==> config.mk <==
export PLATFORM = sky130hd
export DESIGN_NAME = pc_sequencer_flat
export DESIGN_NICKNAME = d
export VERILOG_FILES = /design/src/rtl/microc_pkg.sv /design/src/rtl/pc_sequencer_if.sv /design/src/rtl/pc_sequencer_stack.sv /design/src/rtl/pc_sequencer.sv /design/src/flat_wrapper.sv
export SDC_FILE = /design/constraint.sdc
export NUM_CORES = 1
export LEC_CHECK = 0
export ABC_CLOCK_PERIOD_IN_PS = 3700
export CAP_MARGIN = 25
export CORE_ASPECT_RATIO = 1.4
export CORE_MARGIN = 2
export CORE_UTILIZATION = 55
export CTS_CLUSTER_DIAMETER = 60
export DETAILED_ROUTE_END_ITERATION = 8
export GPL_ROUTABILITY_DRIVEN = 0
export PLACE_DENSITY = 0.75
export SLEW_MARGIN = 40
export SYNTH_ARGS = -nofsm -noshare
export SYNTH_HDL_FRONTEND = slang
export SYNTH_SLANG_ARGS = --single-unit
export TNS_END_PERCENT = 5
==> constraint.sdc <==
create_clock -name clk -period 3.7 [get_ports clk]
set_clock_uncertainty 0.2 [all_clocks]
set_input_delay 0.37 -clock clk [delete_from_list [all_inputs] [get_ports clk]]
set_output_delay 0.37 -clock clk [all_outputs]
set_load 0.05 [all_outputs]
==> src/rtl/microc_pkg.sv <==
// Shared microcontroller definitions: default datapath widths and the
// sign-magnitude decoder used by the PC sequencer and the ALU immediate path.
package microc_pkg;

    localparam int PC_WIDTH_DEF  = 10;
    localparam int OFF_WIDTH_DEF = 10;
    localparam int DEPTH_DEF     = 8;

    // Bit width-1 of raw is the sign and the lower bits are the magnitude.
    // Negative zero decodes to 0. The caller truncates the result to its own width.
    function automatic logic signed [31:0] sm_decode(input logic [31:0] raw, input int width);
        logic [31:0]        mask;
        logic signed [31:0] mag;
        mask = (32'd1 << (width - 1)) - 32'd1;
        mag  = signed'(raw & mask);
        return raw[width-1] ? -mag : mag;
    endfunction

endpackage

==> src/rtl/pc_sequencer_if.sv <==
// Bundle between the instruction decoder (master) and the PC sequencer (slave).
interface pc_sequencer_if
    import microc_pkg::*;
#(
    parameter int PC_WIDTH  = PC_WIDTH_DEF,
    parameter int OFF_WIDTH = OFF_WIDTH_DEF,
    parameter int DEPTH     = DEPTH_DEF
);
    logic                       hold;
    logic                       s_inc;
    logic                       s_rel;
    logic                       s_call;
    logic                       s_ret;
    logic                       clear_err;
    logic [PC_WIDTH-1:0]        target;
    logic [OFF_WIDTH-1:0]       offset;
    logic [PC_WIDTH-1:0]        pc_out;
    logic [$clog2(DEPTH):0]     depth_out;
    logic                       overflow;
    logic                       underflow;

    modport master (
        output hold, s_inc, s_rel, s_call, s_ret, clear_err, target, offset,
        input  pc_out, depth_out, overflow, underflow
    );

    modport slave (
        input  hold, s_inc, s_rel, s_call, s_ret, clear_err, target, offset,
        output pc_out, depth_out, overflow, underflow
    );
endinterface

==> src/rtl/pc_sequencer_stack.sv <==
// Return-address LIFO: register array with depth as the write pointer and an
// asynchronous read of the top entry so a return completes in one cycle.
module return_stack #(
    parameter int WIDTH = 10,
    parameter int DEPTH = 8
) (
    input  logic                   clk,
    input  logic                   reset,
    input  logic                   push,
    input  logic                   pop,
    input  logic [WIDTH-1:0]       din,
    output logic [WIDTH-1:0]       dout,
    output logic [$clog2(DEPTH):0] depth,
    output logic                   full,
    output logic                   empty
);
    localparam int AW = $clog2(DEPTH);
    localparam int DW = AW + 1;

    logic [WIDTH-1:0] mem_q [DEPTH];
    logic [DW-1:0]    depth_q;
    logic [AW-1:0]    wr_ptr;
    logic [AW-1:0]    top_ptr;

    assign wr_ptr  = depth_q[AW-1:0];
    assign top_ptr = AW'(depth_q - DW'(1));
    assign full    = (depth_q == DW'(DEPTH));
    assign empty   = (depth_q == '0);
    assign dout    = mem_q[top_ptr];
    assign depth   = depth_q;

    always_ff @(posedge clk) begin
        if (reset) begin
            depth_q <= '0;
        end else if (push && !full) begin
            depth_q <= depth_q + DW'(1);
        end else if (pop && !empty) begin
            depth_q <= depth_q - DW'(1);
        end
    end

    // Stack contents are never reset; only the pointer decides what is valid.
    always_ff @(posedge clk) begin
        if (push && !full) begin
            mem_q[wr_ptr] <= din;
        end
    end
endmodule

==> src/rtl/pc_sequencer.sv <==
// Program-counter sequencer: next-PC selection (ret > call > jump/inc/rel),
// return-address stack and sticky stack-error flags.
module pc_sequencer
    import microc_pkg::*;
#(
    parameter int PC_WIDTH  = PC_WIDTH_DEF,
    parameter int OFF_WIDTH = OFF_WIDTH_DEF,
    parameter int DEPTH     = DEPTH_DEF
) (
    input  logic           clk,
    input  logic           reset,
    pc_sequencer_if.slave  bus
);
    localparam int DW = $clog2(DEPTH) + 1;

    logic [PC_WIDTH-1:0]        pc_q, pc_d;
    logic [PC_WIDTH-1:0]        pc_inc;
    logic [PC_WIDTH-1:0]        pc_rel;
    logic [PC_WIDTH-1:0]        ret_addr;
    logic signed [PC_WIDTH-1:0] off_dec;
    logic                       ovf_q, ovf_d;
    logic                       unf_q, unf_d;
    logic                       push, pop, full, empty;
    logic [DW-1:0]              depth;

    assign pc_inc  = pc_q + PC_WIDTH'(1);
    assign off_dec = PC_WIDTH'(sm_decode(32'(bus.offset), OFF_WIDTH));
    assign pc_rel  = pc_q + $unsigned(off_dec);

    // The return address pushed is pc_inc, i.e. the instruction after the call.
    return_stack #(
        .WIDTH (PC_WIDTH),
        .DEPTH (DEPTH)
    ) u_stack (
        .clk   (clk),
        .reset (reset),
        .push  (push),
        .pop   (pop),
        .din   (pc_inc),
        .dout  (ret_addr),
        .depth (depth),
        .full  (full),
        .empty (empty)
    );

    always_comb begin
        pc_d  = pc_q;
        ovf_d = ovf_q & ~bus.clear_err;
        unf_d = unf_q & ~bus.clear_err;
        push  = 1'b0;
        pop   = 1'b0;
        if (!bus.hold) begin
            if (bus.s_ret) begin
                if (!empty) begin
                    pop  = 1'b1;
                    pc_d = ret_addr;
                end else begin
                    unf_d = 1'b1;
                    pc_d  = pc_inc;
                end
            end else if (bus.s_call) begin
                pc_d = bus.target;
                if (!full) begin
                    push = 1'b1;
                end else begin
                    ovf_d = 1'b1;
                end
            end else if (!bus.s_inc) begin
                pc_d = bus.target;
            end else if (bus.s_rel) begin
                pc_d = pc_rel;
            end else begin
                pc_d = pc_inc;
            end
        end
    end

    always_ff @(posedge clk) begin
        if (reset) begin
            pc_q  <= '0;
            ovf_q <= 1'b0;
            unf_q <= 1'b0;
        end else begin
            pc_q  <= pc_d;
            ovf_q <= ovf_d;
            unf_q <= unf_d;
        end
    end

    assign bus.pc_out    = pc_q;
    assign bus.depth_out = depth;
    assign bus.overflow  = ovf_q;
    assign bus.underflow = unf_q;
endmodule

==> src/flat_wrapper.sv <==
// flat-port wrapper written by rule: the top's interface ports become plain ports
module pc_sequencer_flat import microc_pkg::*;
#(
    parameter int PC_WIDTH  = PC_WIDTH_DEF,
    parameter int OFF_WIDTH = OFF_WIDTH_DEF,
    parameter int DEPTH     = DEPTH_DEF
)
  (clk, reset, bus_hold, bus_s_inc, bus_s_rel, bus_s_call, bus_s_ret, bus_clear_err, bus_target, bus_offset, bus_pc_out, bus_depth_out, bus_overflow, bus_underflow);
  pc_sequencer_if #(.PC_WIDTH(PC_WIDTH), .OFF_WIDTH(OFF_WIDTH), .DEPTH(DEPTH)) bus_i ();
  input  logic clk;
  input  logic reset;
  input wire logic [$bits(bus_i.hold)-1:0] bus_hold;
  input wire logic [$bits(bus_i.s_inc)-1:0] bus_s_inc;
  input wire logic [$bits(bus_i.s_rel)-1:0] bus_s_rel;
  input wire logic [$bits(bus_i.s_call)-1:0] bus_s_call;
  input wire logic [$bits(bus_i.s_ret)-1:0] bus_s_ret;
  input wire logic [$bits(bus_i.clear_err)-1:0] bus_clear_err;
  input wire logic [$bits(bus_i.target)-1:0] bus_target;
  input wire logic [$bits(bus_i.offset)-1:0] bus_offset;
  output wire logic [$bits(bus_i.pc_out)-1:0] bus_pc_out;
  output wire logic [$bits(bus_i.depth_out)-1:0] bus_depth_out;
  output wire logic [$bits(bus_i.overflow)-1:0] bus_overflow;
  output wire logic [$bits(bus_i.underflow)-1:0] bus_underflow;
  assign bus_i.hold = bus_hold;
  assign bus_i.s_inc = bus_s_inc;
  assign bus_i.s_rel = bus_s_rel;
  assign bus_i.s_call = bus_s_call;
  assign bus_i.s_ret = bus_s_ret;
  assign bus_i.clear_err = bus_clear_err;
  assign bus_i.target = bus_target;
  assign bus_i.offset = bus_offset;
  assign bus_pc_out = bus_i.pc_out;
  assign bus_depth_out = bus_i.depth_out;
  assign bus_overflow = bus_i.overflow;
  assign bus_underflow = bus_i.underflow;
  pc_sequencer #(.PC_WIDTH(PC_WIDTH), .OFF_WIDTH(OFF_WIDTH), .DEPTH(DEPTH)) u_core (.clk(clk), .reset(reset), .bus(bus_i));
endmodule
==> Yosys cells after proc, flatten, opt, wreduce, memory -nomap -nowiden <==
Memory sizes are Yosys's and may differ from the RTL's.
Cells that the tools add are included.
{ "op_classes": {"n_bitwise": 3, "eq_ne": 1, "addsub": 5, "n_mux": 24, "reduce_logical": 6} }
{ "ops": {"columns": ["operator", "n"], "rows": [
  ["two-way mux 10 bit", 6],
  ["two-way mux 1 bit", 16],
  ["adder 10 x 1 -> 10 bit (second input constant)", 1],
  ["adder 10 bit", 1],
  ["negator 9 -> 10 bit", 1],
  ["two-way mux 4 bit", 2],
  ["adder 4 x 1 -> 4 bit (second input constant)", 1],
  ["equality test 4 bit (second input constant)", 1],
  ["zero test 4 bit", 1],
  ["subtractor 4 x 1 -> 4 bit (second input constant)", 1],
  ["bitwise AND 1 bit", 2],
  ["logical AND 1 bit", 2],
  ["zero test 1 bit", 2],
  ["nonzero test 2 bit", 1],
  ["NOT 1 bit", 1]
]} }
{ "totals": {"ram_bits": 80, "ff_bits": 16, "n_memories": 1, "input_bits": 28, "output_inout_bits": 16} }
{ "memory_table": {"columns": ["name", "depth", "width", "read_ports", "rd_clocked_by_memory_dff", "wr", "line_no", "rtl"], "rows": [
  ["u_core.u_stack.mem_q", 8, 10, 1, 0, 1, "pc_sequencer_stack.sv:20", "logic [WIDTH-1:0] mem_q [DEPTH];"]
]} }

==> Logic depth before layout (Yosys ltp) <==
{ "depth": {"ltp_word": 8, "ltp_mapped": 12} }

==> Cells and area by module <==
A second synthesis with hierarchy kept.
{ "unflattened": {"cells_unflattened": 389, "hier_area_um2": 5111.2} }
{ "by_module_without_submodules": {"columns": ["module", "area_each_um2", "n_inst", "cells_per_inst"], "rows": [
  ["return_stack", 3428.3, 1, 173],
  ["pc_sequencer", 1682.9, 1, 216]
]} }

==> Worst setup path after synthesis <==
No wires, ideal clock.
{ "synth_timing": {"kind": "register to register", "start": "register u_core.u_stack.depth_q[0], in the netlist u_core.u_stack.depth[0]", "end": "memory u_core.u_stack.mem_q[0][0] (enable)", "n_path_buf": 2, "stages_incl_launch_ff": 8, "synth_period_minus_slack_ns": 3.361, "t_arrival_ns": 2.757, "path_slack_ns": 0.339, "t_required_ns": 3.096, "cell_sequence": "dfxtp_1 buf_6 buf_2 inv_1 ha_1 nand3b_1 nand3_1 nor4_1"} }
{ "synth_between": {"elab_chain_len": 8, "elab_cells_between_ends": 9} }
{ "synth_rtl": {"columns": ["item", "line_no", "rtl"], "rows": [
  ["from (decl)", "pc_sequencer_stack.sv:21", "logic [DW-1:0] depth_q;"],
  ["from (signal assigned)", "pc_sequencer_stack.sv:36", "depth_q <= depth_q + DW'(1);"],
  ["from (signal assigned)", "pc_sequencer_stack.sv:38", "depth_q <= depth_q - DW'(1);"],
  ["equality test 4 bit", "pc_sequencer_stack.sv:27", "assign full = (depth_q == DW'(DEPTH));"],
  ["two-way mux 1 bit", "pc_sequencer.sv:63", "if (!full) begin"],
  ["two-way mux 1 bit", "pc_sequencer.sv:61", "end else if (bus.s_call) begin"],
  ["two-way mux 1 bit", "pc_sequencer.sv:53", "if (bus.s_ret) begin"],
  ["two-way mux 1 bit", "pc_sequencer.sv:52", "if (!bus.hold) begin"],
  ["logical AND 1 bit", "pc_sequencer_stack.sv:44", "if (push && !full) begin"],
  ["two-way mux 1 bit", "pc_sequencer_stack.sv:44", null],
  ["two-way mux 1 bit (implied by the code)", "pc_sequencer_stack.sv:45", "mem_q[wr_ptr] <= din;"],
  ["to (decl)", "pc_sequencer_stack.sv:20", null]
]} }
Several ways; a longest one is shown, not always the timed one.

==> Final worst setup path <==
{ "layout_timing": {"start": "input port bus_offset[0]", "end": "register u_core.pc_q[8], in the netlist u_core.bus.pc_out[8]"} }
{ "layout_between": {"elab_chain_len": 7} }
{ "layout_rtl": {"columns": ["item", "line_no", "rtl"], "rows": [
  ["from (decl)", "flat_wrapper.sv:19", "input wire logic [$bits(bus_i.offset)-1:0] bus_offset;"],
  ["negator 9 -> 10 bit", "microc_pkg.sv:16", "return raw[width-1] ? -mag : mag;"],
  ["two-way mux 10 bit (*)", "microc_pkg.sv:16", null],
  ["adder 10 bit (*)", "pc_sequencer.sv:28", "assign pc_rel = pc_q + $unsigned(off_dec);"],
  ["two-way mux 10 bit (*)", "pc_sequencer.sv:70", "end else if (bus.s_rel) begin"],
  ["two-way mux 10 bit (*)", "pc_sequencer.sv:68", "end else if (!bus.s_inc) begin"],
  ["two-way mux 10 bit (*)", "pc_sequencer.sv:61", null],
  ["two-way mux 10 bit (*)", "pc_sequencer.sv:53", null],
  ["to (signal assigned)", "pc_sequencer.sv:84", "pc_q <= pc_d;"],
  ["to (decl)", "pc_sequencer.sv:16", "logic [PC_WIDTH-1:0] pc_q, pc_d;"]
]} }
Every way passes the cells marked *; elsewhere a longest branch is shown, timed or not.
A chain may end at the register's enable or synchronous reset.

==> impl_metrics.py <==
metrics = {
    "status": {
        "status": "complete, no violations",
    },
    "clock_tree": {
        "clock-root-buffer": "clkbuf_16",
        "cts_buffers": 9,
        "htree_levels": 3,
        "clock_path_buffers": 2,
        "worstSkewPairLatency_ps": 340,
        "cts_tree": "built",
        "cts.repair.resized": 0,
        "postCtsSetupBuffers": 0,
        "cts_sinks": 96,
        "clk_pin_slew_worst_paths_ps": 60,
        "cts_hold_buf": 0,
    },
    "min_path": {
        "hp-class": "reg2reg",
        "whs_path_depth": 2,
    },
    "critical_path": {
        "crit_cells": 12,
        "cp_cell_sequence": "clkdlybuf4s50_1 > inv_1 > ha_1 > nand2_1 > o21ai_0 > fa_1 > a211oi_1 > o21ai_1 > a31oi_1 > xnor2_1 > a222oi_1 > o22ai_1",
        "critical-path-top-delay-family": "compound AO/OA/AOI/OAI gates",
        "cp-start-kind": "input pin",
        "worstPathMaxFanout": 4,
        "arrival_ps": 3340,
        "path_class": "in2reg",
        "r2r_cells": 8,
        "path_buf_inv": 2,
        "critPathMaxStageDelay_ps": 530,
        "end_kind": "register",
        "critical_path.slowest_cell": "clkdlybuf4s50_1",
        "required_ps": 3710,
    },
    "timing": {
        "max_freq_mhz": 300.7,
        "hold_viol_final": 0,
        "tightestPinTransition_ps": 765.3,
        "slew_viol_final": 0,
        "setup_viol": 0,
        "slew_headroom_pct": 48.93,
        "period_needed_ps": 3325,
        "tns_ps": 0,
        "period_share_pct": 89.88,
        "rsz0062_at_grt": "no",
    },
    "global_routing": {
        "grt_max_degree": 29,
        "grt.busiest_layer": "met2",
        "grt.total_usage_pct": 23.14,
        "grt_pass1_vias": 3281,
        "use_met2_pct": 43.17,
        "antenna_found_initial": 0,
        "use_met3_pct": 3.589,
        "global_route.usage.met1_pct": 25.83,
        "grt_first_pass_wirelength_um": 16590,
        "overflow": 0,
    },
    "yosys": {
        "synth_top_flop_cell": "edfxtp_1",
        "synth_cells": 361,
        "yosys.area.top_type": "edfxtp_1",
        "synth_edf_count": 80,
        "ys_top_cells_by_area": "edfxtp_1 (50%), dfxtp_1 (6.6%), mux4_2 (5.6%)",
        "netlist_area_sq_um": 4827,
        "synth_top_area_share_pct": 49.77,
        "synthArstFlopShare_pct": 0,
        "avgSynthCellArea_sq_um": 13.37,
        "yosys_warnings": 0,
        "synth-seq-cells": 96,
        "syn_nets": 403,
        "synthDistinctLibCells": 53,
        "seq_area_frac_synth_pct": 56.40,
    },
    "die": {
        "dieArea_sq_um": 9553,
        "die_w_um": 83.18,
        "placeableCoreArea_sq_um": 8558,
        "dieHeight_um": 114.9,
        "rows": 40,
        "start_util_pct": 56.40,
        "ios": 44,
    },
    "drt": {
        "viasPerCell": 6.151,
        "drt-total-wl_um": 10590,
        "route.vias.total": 3254,
        "dr.pass1.iters": 5,
        "wl_per_cell_um": 20.01,
        "drtIter0Drc": 263,
        "antenna_left": 0,
        "drc_errors": 0,
    },
    "power": {
        "cellLeakagePower_nw": 1.989,
        "power.density_nw_per_um2": 515.8,
        "peakVddDrop_mv": 0.2982,
        "p_total_mw": 2.961,
    },
    "finish": {
        "drive_above_1_share_pct": 12.97,
        "layout.cells.non_filler": 529,
        "num_antenna_cells": 0,
        "stdcell_area_sq_um": 5741,
        "final_nets": 462,
        "fill_cells": 615,
        "area_growth_pct": 18.92,
    },
    "placed_design": {
        "io_buffer_count": 43,
        "placed_cells_incl_taps": 514,
        "place_hpwl_um": 7875,
        "placed_area_sq_um": 5455,
    },
    "run": {
        "cap_violations": 0,
    },
}
-- area by class of cell --
type | instances | area (sq um) | area share, %
clock buffers | 10 | 229.0 | 3.989
clock inverters | 5 | 48.80 | 0.8500
inverters | 10 | 37.54 | 0.6539
multi-input cells | 242 | 2006 | 34.94
flip-flops and latches | 96 | 2723 | 47.43
well taps | 105 | 131.4 | 2.289
repair buffers | 61 | 565.5 | 9.852
-- cell usage after synthesis, types with 4 or more instances --
library cell,count
edfxtp_1,80
o21ai_1,4
nand2_1,32
mux4_2,12
inv_1,10
nand2b_1,8
dfxtp_1,16
a21oi_1,12
mux4_1,8
nor3_1,9
ha_1,13
xnor2_1,21
o21ai_0,14
o22ai_1,5
a211oi_1,5
nand3_1,7
clkbuf_1,8
xor2_1,4
o31ai_1,4
nor2_1,23
mux2_2,9
a222oi_1,6
-- power by group --
part           switching, mW  leakage [nW]  internal (mW)  total [mW]
Sequential            0.0484         0.865           1.24        1.28
Combinational          0.451         0.993          0.358       0.809
Clock                  0.355         0.131          0.512       0.868
-- stage by stage --
stage	worst slack [ps]	hold slack, ps	util [%]
detailed placement	87.11	293.2	63.74
finish	374.6	296.0	67.08
global route	260.5	334.3	67.08
floorplan	339.2	371.4	-
global placement	175.7	275.4	63.74
CTS	444.8	308.0	66.99
-- final timing paths --
path	start	end	slack [ps]
worst max register to register	u_core.bus.pc_out[0]$_SDFFE_PP0N_	u_core.bus.pc_out[8]$_SDFFE_PP0N_	910
worst min-delay path	u_core.bus.underflow$_SDFF_PP0_	u_core.bus.underflow$_SDFF_PP0_	300
worst min register to register	u_core.bus.underflow$_SDFF_PP0_	u_core.bus.underflow$_SDFF_PP0_	300
worst max-delay path	bus_offset[0]	u_core.bus.pc_out[8]$_SDFFE_PP0N_	370
-- flip-flops by register name, indices dropped and copies added, names as in the netlist --
| signal | cells |
|---|---|
| u_core.bus.underflow | 1 |
| u_core.bus.overflow | 1 |
| u_core.u_stack.mem_q | 80 |
| u_core.bus.pc_out | 10 |
| u_core.u_stack.depth | 4 |
-- per-layer routing --
metal  vias to the layer above  share of wire (%)  routed length [um]
li1                       1525                  -                   -
met1                      1592                 38                3972
met2                       114                 54                5704
met3                        23                5.0                 528
met4                         0                3.6                 382
met5                         -                  0                   0
-- worst reg2reg max path: stages (launching register included) --
cell      delay (ps)
dfxtp_1          410
ha_1             290
fa_1             430
a211oi_1         470
o21ai_1          140
a31oi_1          220
xnor2_1           80
a222oi_1         310
o22ai_1          130
-- kinds of logic after synthesis --
group           Yosys count  share of synthesized area (%)
compound gates           73                          10.52
xor+xnor                 26                          4.873
fa+ha+maj                14                          3.784
buf+inv                  23                          2.333
flops                    96                          56.40
mux                      32                          12.68
simple gates             97                          9.409
-- placed cells by master (no fill, tap or decap), types with 6 or more instances in the layout --
| cell type | Yosys | final |
|---|---|---|
| mux4_1 | 8 | 8 |
| edfxtp_1 | 80 | 80 |
| dfxtp_1 | 16 | 16 |
| xnor2_1 | 21 | 20 |
| clkdlybuf4s50_1 | 0 | 43 |
| mux2_2 | 9 | 9 |
| nor3_1 | 9 | 9 |
| a21oi_1 | 12 | 12 |
| mux4_2 | 12 | 12 |
| inv_1 | 10 | 10 |
| ha_1 | 13 | 13 |
| o21ai_0 | 14 | 14 |
| nand2_1 | 32 | 32 |
| nand3_1 | 7 | 7 |
| nand2b_1 | 8 | 8 |
| nor2_1 | 23 | 23 |
| clkbuf_16 | 0 | 9 |
| a222oi_1 | 6 | 6 |
| buf_4 | 0 | 18 |
Note: power is estimated with default switching activity, not from simulation.
